File: config.mk
export PLATFORM = sky130hd
export DESIGN_NAME = mem_arbiter
export DESIGN_NICKNAME = d
export VERILOG_FILES = /design/src/rtl/mem_arbiter.sv
export SDC_FILE = /design/constraint.sdc
export NUM_CORES = 1
export LEC_CHECK = 0
export ABC_CLOCK_PERIOD_IN_PS = 1800
export CORE_ASPECT_RATIO = 0.5
export CORE_MARGIN = 2
export CORE_UTILIZATION = 35
export CTS_CLUSTER_DIAMETER = 150
export DETAILED_ROUTE_END_ITERATION = 7
export GPL_TIMING_DRIVEN = 0
export PLACE_DENSITY = 0.82
export SYNTH_ARGS = -nofsm -noshare
export SYNTH_HDL_FRONTEND = slang
export SYNTH_SLANG_ARGS = --single-unit
File: constraint.sdc
create_clock -name clk -period 1.8 [get_ports clk]
set_clock_uncertainty 0.15 [all_clocks]
set_input_delay 0.18 -clock clk [delete_from_list [all_inputs] [get_ports clk]]
set_output_delay 0.18 -clock clk [all_outputs]
set_load 0.02 [all_outputs]
File: src/rtl/mem_arbiter.sv
// Shares one registered memory bus port between instruction fetch and MEM-stage data access.
// Optional access timeout with err_o pulse is enabled by defining ARB_TIMEOUT_EN.
module mem_arbiter #(
  parameter int unsigned WAIT_MAX = 15
) (
  input  logic        clk,
  input  logic        rst,
  input  logic [5:0]  stall_i,
  input  logic        if_ce_i,
  input  logic [31:0] if_addr_i,
  output logic [31:0] if_inst_o,
  output logic        if_ready_o,
  input  logic        dm_ce_i,
  input  logic        dm_we_i,
  input  logic [3:0]  dm_sel_i,
  input  logic [31:0] dm_addr_i,
  input  logic [31:0] dm_wdata_i,
  output logic [31:0] dm_rdata_o,
  output logic        dm_ready_o,
  output logic        bus_ce_o,
  output logic        bus_we_o,
  output logic [3:0]  bus_sel_o,
  output logic [31:0] bus_addr_o,
  output logic [31:0] bus_wdata_o,
  input  logic [31:0] bus_rdata_i,
  input  logic        bus_ack_i,
  output logic        stallreq_o,
  output logic        err_o
);

  typedef enum logic [1:0] {IDLE, IF_ACC, DM_ACC} state_t;

  state_t      state_q, state_d;
  logic        if_done_q, if_done_d;
  logic        dm_done_q, dm_done_d;
  logic [31:0] if_inst_q, if_inst_d;
  logic [31:0] dm_rdata_q, dm_rdata_d;
  logic        bus_ce_q, bus_ce_d;
  logic        bus_we_q, bus_we_d;
  logic [3:0]  bus_sel_q, bus_sel_d;
  logic [31:0] bus_addr_q, bus_addr_d;
  logic [31:0] bus_wdata_q, bus_wdata_d;
  logic        err_q, err_d;

  logic pend_if, pend_dm;
  logic timeout, acc_done;
  logic load_if, load_dm, go_idle;

  logic unused_stall;
  assign unused_stall = ^{stall_i[5:4], stall_i[2:1]};

  assign pend_if  = if_ce_i & ~if_done_q;
  assign pend_dm  = dm_ce_i & ~dm_done_q;
  assign acc_done = (state_q != IDLE) & (bus_ack_i | timeout);

`ifdef ARB_TIMEOUT_EN
  localparam int CW = ($clog2(WAIT_MAX + 1) > 5) ? $clog2(WAIT_MAX + 1) : 5;
  logic [CW-1:0] wait_cnt_q, wait_cnt_d;

  assign timeout = (state_q != IDLE) & ~bus_ack_i & (wait_cnt_q == CW'(WAIT_MAX - 1));

  always_comb begin
    wait_cnt_d = wait_cnt_q;
    if (load_if | load_dm) begin
      wait_cnt_d = '0;
    end else if ((state_q != IDLE) & ~bus_ack_i) begin
      wait_cnt_d = wait_cnt_q + 1'b1;
    end
  end

  always_ff @(posedge clk) begin
    if (rst) begin
      wait_cnt_q <= '0;
    end else begin
      wait_cnt_q <= wait_cnt_d;
    end
  end
`else
  logic unused_wait_max;
  assign unused_wait_max = ^WAIT_MAX;
  assign timeout = 1'b0;
`endif

  always_comb begin
    state_d     = state_q;
    if_done_d   = if_done_q & stall_i[0];
    dm_done_d   = dm_done_q & stall_i[3];
    if_inst_d   = if_inst_q;
    dm_rdata_d  = dm_rdata_q;
    bus_ce_d    = bus_ce_q;
    bus_we_d    = bus_we_q;
    bus_sel_d   = bus_sel_q;
    bus_addr_d  = bus_addr_q;
    bus_wdata_d = bus_wdata_q;
    err_d       = timeout;
    load_if     = 1'b0;
    load_dm     = 1'b0;
    go_idle     = 1'b0;

    case (state_q)
      IDLE: begin
        if (pend_dm) begin
          load_dm = 1'b1;
        end else if (pend_if) begin
          load_if = 1'b1;
        end
      end
      IF_ACC: begin
        if (acc_done) begin
          if_done_d = 1'b1;
          if_inst_d = timeout ? 32'h0 : bus_rdata_i;
          if (pend_dm) begin
            load_dm = 1'b1;
          end else begin
            go_idle = 1'b1;
          end
        end
      end
      DM_ACC: begin
        if (acc_done) begin
          dm_done_d  = 1'b1;
          dm_rdata_d = (bus_we_q | timeout) ? 32'h0 : bus_rdata_i;
          if (pend_if) begin
            load_if = 1'b1;
          end else begin
            go_idle = 1'b1;
          end
        end
      end
      default: go_idle = 1'b1;
    endcase

    // A grant or switch captures the requester's inputs; later changes are ignored.
    if (load_dm) begin
      state_d     = DM_ACC;
      bus_ce_d    = 1'b1;
      bus_we_d    = dm_we_i;
      bus_sel_d   = dm_sel_i;
      bus_addr_d  = dm_addr_i;
      bus_wdata_d = dm_wdata_i;
    end else if (load_if) begin
      state_d     = IF_ACC;
      bus_ce_d    = 1'b1;
      bus_we_d    = 1'b0;
      bus_sel_d   = 4'b1111;
      bus_addr_d  = if_addr_i;
      bus_wdata_d = 32'h0;
    end else if (go_idle) begin
      state_d  = IDLE;
      bus_ce_d = 1'b0;
      bus_we_d = 1'b0;
    end
  end

  always_ff @(posedge clk) begin
    if (rst) begin
      state_q     <= IDLE;
      if_done_q   <= 1'b0;
      dm_done_q   <= 1'b0;
      if_inst_q   <= 32'h0;
      dm_rdata_q  <= 32'h0;
      bus_ce_q    <= 1'b0;
      bus_we_q    <= 1'b0;
      bus_sel_q   <= 4'h0;
      bus_addr_q  <= 32'h0;
      bus_wdata_q <= 32'h0;
      err_q       <= 1'b0;
    end else begin
      state_q     <= state_d;
      if_done_q   <= if_done_d;
      dm_done_q   <= dm_done_d;
      if_inst_q   <= if_inst_d;
      dm_rdata_q  <= dm_rdata_d;
      bus_ce_q    <= bus_ce_d;
      bus_we_q    <= bus_we_d;
      bus_sel_q   <= bus_sel_d;
      bus_addr_q  <= bus_addr_d;
      bus_wdata_q <= bus_wdata_d;
      err_q       <= err_d;
    end
  end

  assign if_inst_o   = if_inst_q;
  assign if_ready_o  = if_done_q;
  assign dm_rdata_o  = dm_rdata_q;
  assign dm_ready_o  = dm_done_q;
  assign bus_ce_o    = bus_ce_q;
  assign bus_we_o    = bus_we_q;
  assign bus_sel_o   = bus_sel_q;
  assign bus_addr_o  = bus_addr_q;
  assign bus_wdata_o = bus_wdata_q;
  assign stallreq_o  = pend_if | pend_dm;
  assign err_o       = err_q;

endmodule

==> summary.txt, run 1 <==
GRT
  • Overall Global Routing Usage: 0.236
  • Largest net degree at the start of global routing: 17
  • Number of antenna violations at the first check in global routing: 0
  • First-pass GRT wire length: between 20000 and 30000 µm
  • Sum of overflow across all layers after global routing: 0
  • Via count of the first global-routing pass: 5610

Layout
  • Antenna diode instance count: 0
  • Most frequent cells in the layout: 274 x clkdlybuf4s50_1, 135 x dfxtp_1, 72 x nor2_1, 67 x nand2_1, 53 x a21oi_1
  • Most common cell after layout, fill and taps aside: clkdlybuf4s50_1
  • Synthesis-to-layout area growth: 87.3%
  • Post-route non-filler standard cell count: around 1100
  • Cell area after layout: between 9000 and 10000 µm²
  • Share of layout cells above drive strength 1: 0.207
  • Post-layout utilization of the core: 0.676
  • Fill cell instance count of the final layout: 1107
  • Net count reported at finish: about 1100

Drt
  • DRC violation count after routing: 0
  • Number of detailed-route iterations in the first pass: 5
  • Detail Route Antenna Nets: 0
  • Via-to-Cell Ratio: 5.30
  • Vias: approximately 6000
  • Routed wire per std cell: 19.1 µm
  • Starting DRC count in detailed routing: 439
  • Total routed wirelength: between 20000 and 25000 µm

Clock tree
  • Deepest level of the CTS H-tree: 4
  • Clock tree from TritonCTS: built
  • Root buffer cell: clkbuf_16
  • Clock input transition at the sequential cells of the worst setup and hold paths: 60 ps
  • Number of hold buffers added after cts: 0
  • Clock latency reported for the late side of the worst-skew pair: approximately 410 ps
  • Maximum count of clock buffers along a single path: 2
  • Number of sinks handled by clock tree synthesis: 138
  • Total CTS buffers: 17

Critical path
  • Reg2reg setup slack: -410 ps
  • Delay contributed by the slowest stage of the critical path: 410 ps
  • Slowest cell on crit path: a311oi_1
  • Worst Path Class, Setup: flip-flop to flip-flop
  • Worst-path maximum fanout: 5
  • Worst setup path endpoint: bus_addr_o[9]
  • Worst path arrival time: 2340 ps
  • Ordered list of cells on the worst path: inv_4, ha_4, nand3b_1, a21bo_4, buf_8, buf_4, clkbuf_16, nand3_1, a311oi_1
  • Launch point of the worst path: state_q[0]
  • Crit Reg-Reg Startpoint: state_q[0]
  • Gate family responsible for the most delay along the worst path: compound AO/OA/AOI/OAI gates
  • Reg-to-Reg End: bus_addr_o[9]
  • Register-to-Register Path Depth: 9
  • Critical Path Stages: 9
  • Critical Path Source Type: flip-flop
  • Worst path buffer plus inverter count: 4
  • Required time at the endpoint of the critical path: 1930 ps
  • Type of destination of the critical path: flip-flop

Die
  • Die width: roughly 180 µm
  • Die area: between 15000 and 20000 µm²
  • Vertical die dimension: 90.7 µm
  • Number of core rows: 31
  • Initial Util: 0.361
  • I/O pins: 282
  • Core Footprint: roughly 15000 µm²

Place
  • Count of input and output buffers: 275
  • Dpl cell area: 8300 µm²
  • Final HPWL from detailed placement: about 14000 µm
  • Final weighted congestion in routability-driven placement: slightly above 0.8
  • Number of placed instances with taps included: 1075

Yosys
  • Warning count from the yosys run: 0
  • Portion of the post-synthesis area used by sequential elements: 0.524
  • Synth top area share: 0.524
  • Cell variety after synth: 32
  • Post-synth design cell area: 5270 µm²
  • Net count after synthesis: roughly 750
  • Post-Syn Instances: ~600
  • Dominant cells by area after synthesis: dfxtp_1 52%, a21oi_1 6.5%, a22o_1 5.3%, a311oi_1 5.3%, nor2_1 5.3%
  • Synthesized flop and latch total: ~140
  • Area leader, netlist: dfxtp_1
  • Mean Syn Cell Area: 8.75 µm²

Outcome
  • Run status: finished, violations left
  • Violated checks: setup timing

Power and ir drop
  • Largest vdd supply drop: 0.650 mV
  • Standby leakage power: 3.56 nW
  • P per Cell Area: between 900 and 1000 nW/µm²
  • Relative contribution of sequential cells to total power: 0.358
  • Fraction of power spent switching nets: 0.284
  • P_int: 6.81 mW
  • Overall Power: 9.51 mW
  • Clock group share of total power: 0.393
  • Combinational share of power: 0.249
  • Switching component of the power: 2.70 mW

Timing
  • Min Clock Period, post-route: 2210 ps
  • Max frequency: 0.452 GHz
  • Worst hold slack across all endpoints: 186 ps
  • Final cycle utilization of the critical path: 1.23
  • Hold violation total from the final report: 0
  • Tightest Pin Transition: 670 ps
  • Number of setup violations in the final report: 87
  • Headroom to the max-slew limit: 0.554
  • Max-slew violations: 0
  • Least setup slack across all paths after layout: -413 ps
  • Unrepaired setup endpoints after global routing: yes

Worst hold path
  • Classification of the worst-slack hold path: input pin to flip-flop

Job
  • Number of max-cap violations: 0
-- cell usage after synthesis --
master and instances:
dfxtp_1 138, nor2_1 74, a21oi_1 68, nand2_1 68
clkbuf_1 41, nand3_1 33, a22o_1 32, a311oi_1 32
nor3b_1 32, o21ai_0 28, buf_1 8, o21ai_1 7
buf_2 6, a211oi_1 5, inv_1 5, buf_6 3
ha_1 3, a31oi_1 2, and3_1 2, nand2b_1 2
nand3b_1 2, a211oi_4 1, a21bo_1 1, a21boi_1 1
a21o_1 1, a31o_2 1, a32o_1 1, buf_4 1
conb_1 1, nor2b_1 1, or2_1 1, or3b_2 1
-- how the worst min path moves through the flow --
stage | start | endpoint | slack, ps | cells past startpoint
2_1_floorplan | dm_wdata_i[0] | bus_wdata_o[0] | 160 | 1
3_3_place_gp | if_inst_o[9] | if_inst_o[9] | 290 | 2
3_5_place_dp | if_inst_o[22] | if_inst_o[22] | 300 | 2
4_1_cts | bus_rdata_i[10] | if_inst_o[10] | 180 | 3
5_1_grt | bus_rdata_i[14] | if_inst_o[14] | 200 | 3
6_report | bus_rdata_i[20] | if_inst_o[20] | 190 | 3
-- worst register-to-register path, delay by kind of cell, from the launching register on --
kind	cells	cell delay [ps]
simple gates	2	320
buf+inv	4	430
flops	1	370
fa+ha+maj	1	170
compound gates	2	650
-- what timing repair did --
action,CTS,global route
setup endpoints to repair,135,135
pin swaps,5,24
setup buffers,6,8
gates resized for setup,83,153
cloned,1,6
-- per-layer routing --
metal  GRT usage  wire length, µm  vias to the layer above
li1            -                -                     2764
met1       0.279             8430                     2871
met2       0.404            10800                      252
met3      0.0547             1310                       78
met4       0.112              939                        0
met5           0                0                        -
-- power groups by stage --
stage,logic (mW),clock network (mW),registers [mW]
floorplan,0.631,0,3.69
global placement,1.80,0,3.44
detailed placement,1.84,0,3.45
CTS,1.98,3.76,3.39
global route,2.49,3.91,3.42
finish,2.37,3.74,3.40
-- kinds of logic (layout without fill, tap and decap cells) --
group | after synthesis | after routing | synth area share
AO/OA/AOI/OAI | 180 | 180 | 0.226
adder cells (fa/ha/maj) | 3 | 3 | 0.00713
buffers and inverters | 64 | 390 | 0.0520
flip-flops | 138 | 138 | 0.524
other | 1 | 1 | 0.000712
AND/OR/NAND/NOR | 216 | 216 | 0.190
-- per-stage QoR --
stage / TNS (ps) / setup WS [ps]
floorplan: -284 / -10.2
global placement: -44940 / -502
detailed placement: -50490 / -576
CTS: -6640 / -132
global route: -22110 / -449
finish: -15350 / -413
-- sequential cells by signal (all words and copies together), names as in the netlist --
signal and cells:
bus_addr_o 32, bus_wdata_o 32, dm_rdata_o 32, if_inst_o 32, bus_sel_o 4, state_q 2
bus_ce_o 1, bus_we_o 1, dm_ready_o 1, if_ready_o 1
-- area by class of cell --
cell class                      count  area [µm²]  area share
Timing Repair Buffer              296        3000       0.304
Sequential cell                   138        2770       0.281
Multi-Input combinational cell    400        2710       0.275
Buffer                             58         494      0.0501
Clock buffer                       18         429      0.0435
Tap cell                          198         248      0.0251
Clock inverter                     13         194      0.0197
Inverter                            5        23.8     0.00241
Note: power is estimated with default switching activity, not from simulation.
==> run 2: changes to the inputs <==
- SETUP_SLACK_MARGIN: default -> 0.1
==> summary.txt, run 2 (synthesis results as in run 1) <==
Die
  • Vertical die dimension: 90.7 µm (unchanged)
  • I/O pins: 282 (unchanged)
  • Initial Util: 0.361 (unchanged)
  • Core Footprint: 14600 µm² (unchanged)
  • Die width: 177 µm (unchanged)
  • Number of core rows: 31 (unchanged)
  • Die area: 16100 µm² (unchanged)

Timing
  • Headroom to the max-slew limit: 0.560 (was 0.554)
  • Least setup slack across all paths after layout: -217 ps (was -413 ps)
  • Max frequency: 0.496 GHz (was 0.452 GHz)
  • Min Clock Period, post-route: 2020 ps (was 2210 ps)
  • Max-slew violations: 0 (unchanged)
  • Tightest Pin Transition: 659 ps (was 670 ps)
  • Hold violation total from the final report: 0 (unchanged)
  • Unrepaired setup endpoints after global routing: yes (unchanged)
  • Final cycle utilization of the critical path: 1.12 (was 1.23)
  • Number of setup violations in the final report: 121 (was 87)

Place
  • Number of placed instances with taps included: 1075 (unchanged)
  • Count of input and output buffers: 275 (unchanged)
  • Final HPWL from detailed placement: 14200 µm (about the same)
  • Dpl cell area: 8310 µm² (was 8300 µm²)
  • Final weighted congestion in routability-driven placement: 0.849 (was 0.813)

Clock tree
  • Root buffer cell: clkbuf_16 (unchanged)
  • Number of sinks handled by clock tree synthesis: 138 (unchanged)
  • Deepest level of the CTS H-tree: 4 (unchanged)
  • Total CTS buffers: 17 (unchanged)
  • Clock latency reported for the late side of the worst-skew pair: 400 ps (was 410 ps)
  • Clock tree from TritonCTS: built (unchanged)
  • Maximum count of clock buffers along a single path: 2 (unchanged)
  • Clock input transition at the sequential cells of the worst setup and hold paths: 60 ps (about the same)

Drt
  • Vias: 5772 (was 5965)
  • Number of detailed-route iterations in the first pass: 5 (unchanged)
  • DRC violation count after routing: 0 (unchanged)
  • Starting DRC count in detailed routing: 342 (was 439)
  • Routed wire per std cell: 17.9 µm (was 19.1 µm)
  • Total routed wirelength: 20000 µm (was 21500 µm)
  • Via-to-Cell Ratio: 5.17 (was 5.30)
  • Detail Route Antenna Nets: 0 (unchanged)

Critical path
  • Worst-path maximum fanout: 10 (was 5)
  • Worst path arrival time: 2160 ps (was 2340 ps)
  • Register-to-Register Path Depth: 8 (was 9)
  • Worst Path Class, Setup: flip-flop to flip-flop (unchanged)
  • Worst path buffer plus inverter count: 3 (was 4)
  • Gate family responsible for the most delay along the worst path: compound AO/OA/AOI/OAI gates (unchanged)
  • Required time at the endpoint of the critical path: 1940 ps (was 1930 ps)
  • Critical Path Stages: 8 (was 9)
  • Critical Path Source Type: flip-flop (unchanged)
  • Slowest cell on crit path: dfxtp_4 (was a311oi_1)
  • Type of destination of the critical path: flip-flop (unchanged)
  • Delay contributed by the slowest stage of the critical path: 370 ps (was 410 ps)
  • Ordered list of cells on the worst path: inv_4, ha_4, nand3b_1, a21bo_1, buf_6, buf_4, nand3_1, a311oi_1 (was inv_4, ha_4, nand3b_1, a21bo_4, buf_8, buf_4, clkbuf_16, nand3_1, a311oi_1)

Power and ir drop
  • P per Cell Area: 937 nW/µm² (was 964 nW/µm²)
  • Standby leakage power: 4.56 nW (was 3.56 nW)
  • Largest vdd supply drop: 0.634 mV (was 0.650 mV)
  • Overall Power: 9.08 mW (was 9.51 mW)

GRT
  • Via count of the first global-routing pass: 5794 (was 5610)
  • Overall Global Routing Usage: 0.232 (was 0.236)
  • Number of antenna violations at the first check in global routing: 0 (unchanged)
  • Largest net degree at the start of global routing: 17 (unchanged)
  • First-pass GRT wire length: 29700 µm (was 29900 µm)
  • Sum of overflow across all layers after global routing: 0 (unchanged)

Job
  • Number of max-cap violations: 0 (unchanged)

Layout
  • Net count reported at finish: 1053 (was 1063)
  • Synthesis-to-layout area growth: 83.9% (was 87.3%)
  • Most frequent cells in the layout: 190 x clkdlybuf4s50_1, 135 x dfxtp_1, 72 x nor2_1, 68 x nand2_1, 59 x a21oi_1 (was 274 x clkdlybuf4s50_1, 135 x dfxtp_1, 72 x nor2_1, 67 x nand2_1, 53 x a21oi_1)
  • Share of layout cells above drive strength 1: 0.159 (was 0.207)
  • Most common cell after layout, fill and taps aside: clkdlybuf4s50_1 (unchanged)
  • Antenna diode instance count: 0 (unchanged)
  • Post-route non-filler standard cell count: 1116 (was 1126)
  • Fill cell instance count of the final layout: 1141 (was 1107)
  • Cell area after layout: 9690 µm² (was 9860 µm²)

Worst hold path
  • Worst hold stages: 3 (unchanged)
  • Classification of the worst-slack hold path: input pin to flip-flop (unchanged)

Outcome
  • Run status: finished, violations left (unchanged)
  • Violated checks: setup timing (unchanged)
-- run 2: cell count changes in the layout (fill, tap and decap cells not counted), moves of 8 or more --
cell and delta:
o21ai_0 +22, dlymetal6s2s_1 +56, clkdlybuf4s50_1 -84, dlygate4sd2_1 +28, o21ai_2 -11, o21ai_1 -11
buf_6 -8
-- run 2: layer usage --
layer | vias up | routed length, µm | global-route usage
met5 | - | 0 | 0
met4 | 0 | 578 | 0.0929
met3 | 44 | 1010 | 0.0535
met2 | 192 | 10500 | 0.433
met1 | 2802 | 7880 | 0.253
li1 | 2734 | - | -
-- run 2: repair_timing --
action / CTS / global route
gates resized for setup: 145 / 88
setup buffers: 6 / 1
pin swaps: 6 / 11
hold endpoints to repair: 0 / 0
endpoints found under the setup margin: 161 / 222
hold buffers: 0 / 0
gates cloned: 1 / 2
-- run 2: power by group --
| group | internal (mW) | switching [mW] |
|---|---|---|
| clock | 2.29 | 1.32 |
| sequential | 3.27 | 0.114 |
| combinational | 1.03 | 1.05 |
| total | 6.59 | 2.49 |
-- run 2: final cells by class --
cell class	instances	area, µm²	area share
Sequential cell	138	2770	0.286
Clock inverter	10	141	0.0146
Timing Repair Buffer	285	2970	0.307
Buffer	59	519	0.0536
Tap cell	198	248	0.0256
Inverter	5	23.8	0.00245
Multi-Input combinational cell	400	2540	0.262
Clock buffer	21	470	0.0486
-- run 2: path summary, 6_finish.rpt --
| path | from | to | slack [ps] |
|---|---|---|---|
| setup reg to reg | state_q[1] | bus_addr_o[9] | -220 |
| hold reg to reg | if_inst_o[22] | if_inst_o[22] | 300 |
| hold / removal | stall_i[0] | if_ready_o | 200 |
| setup / recovery | state_q[1] | bus_addr_o[9] | -220 |
-- run 2: tightest hold or removal path, stage by stage --
cell and delay [ps]:
clkdlybuf4s50_1 400, nand2_1 70, a21oi_1 50
-- run 2: through the flow --
stage | TNS [ps] | hold WS [ps] | setup WS [ps] | utilization
global placement | -41340 | 292 | -518 | 0.569
global route | -26180 | 200 | -414 | 0.664
finish | -13760 | 195 | -217 | 0.664
CTS | -4750 | 183 | -126 | 0.641
detailed placement | -47790 | 299 | -623 | 0.569
floorplan | -260 | 156 | -8.85 | -
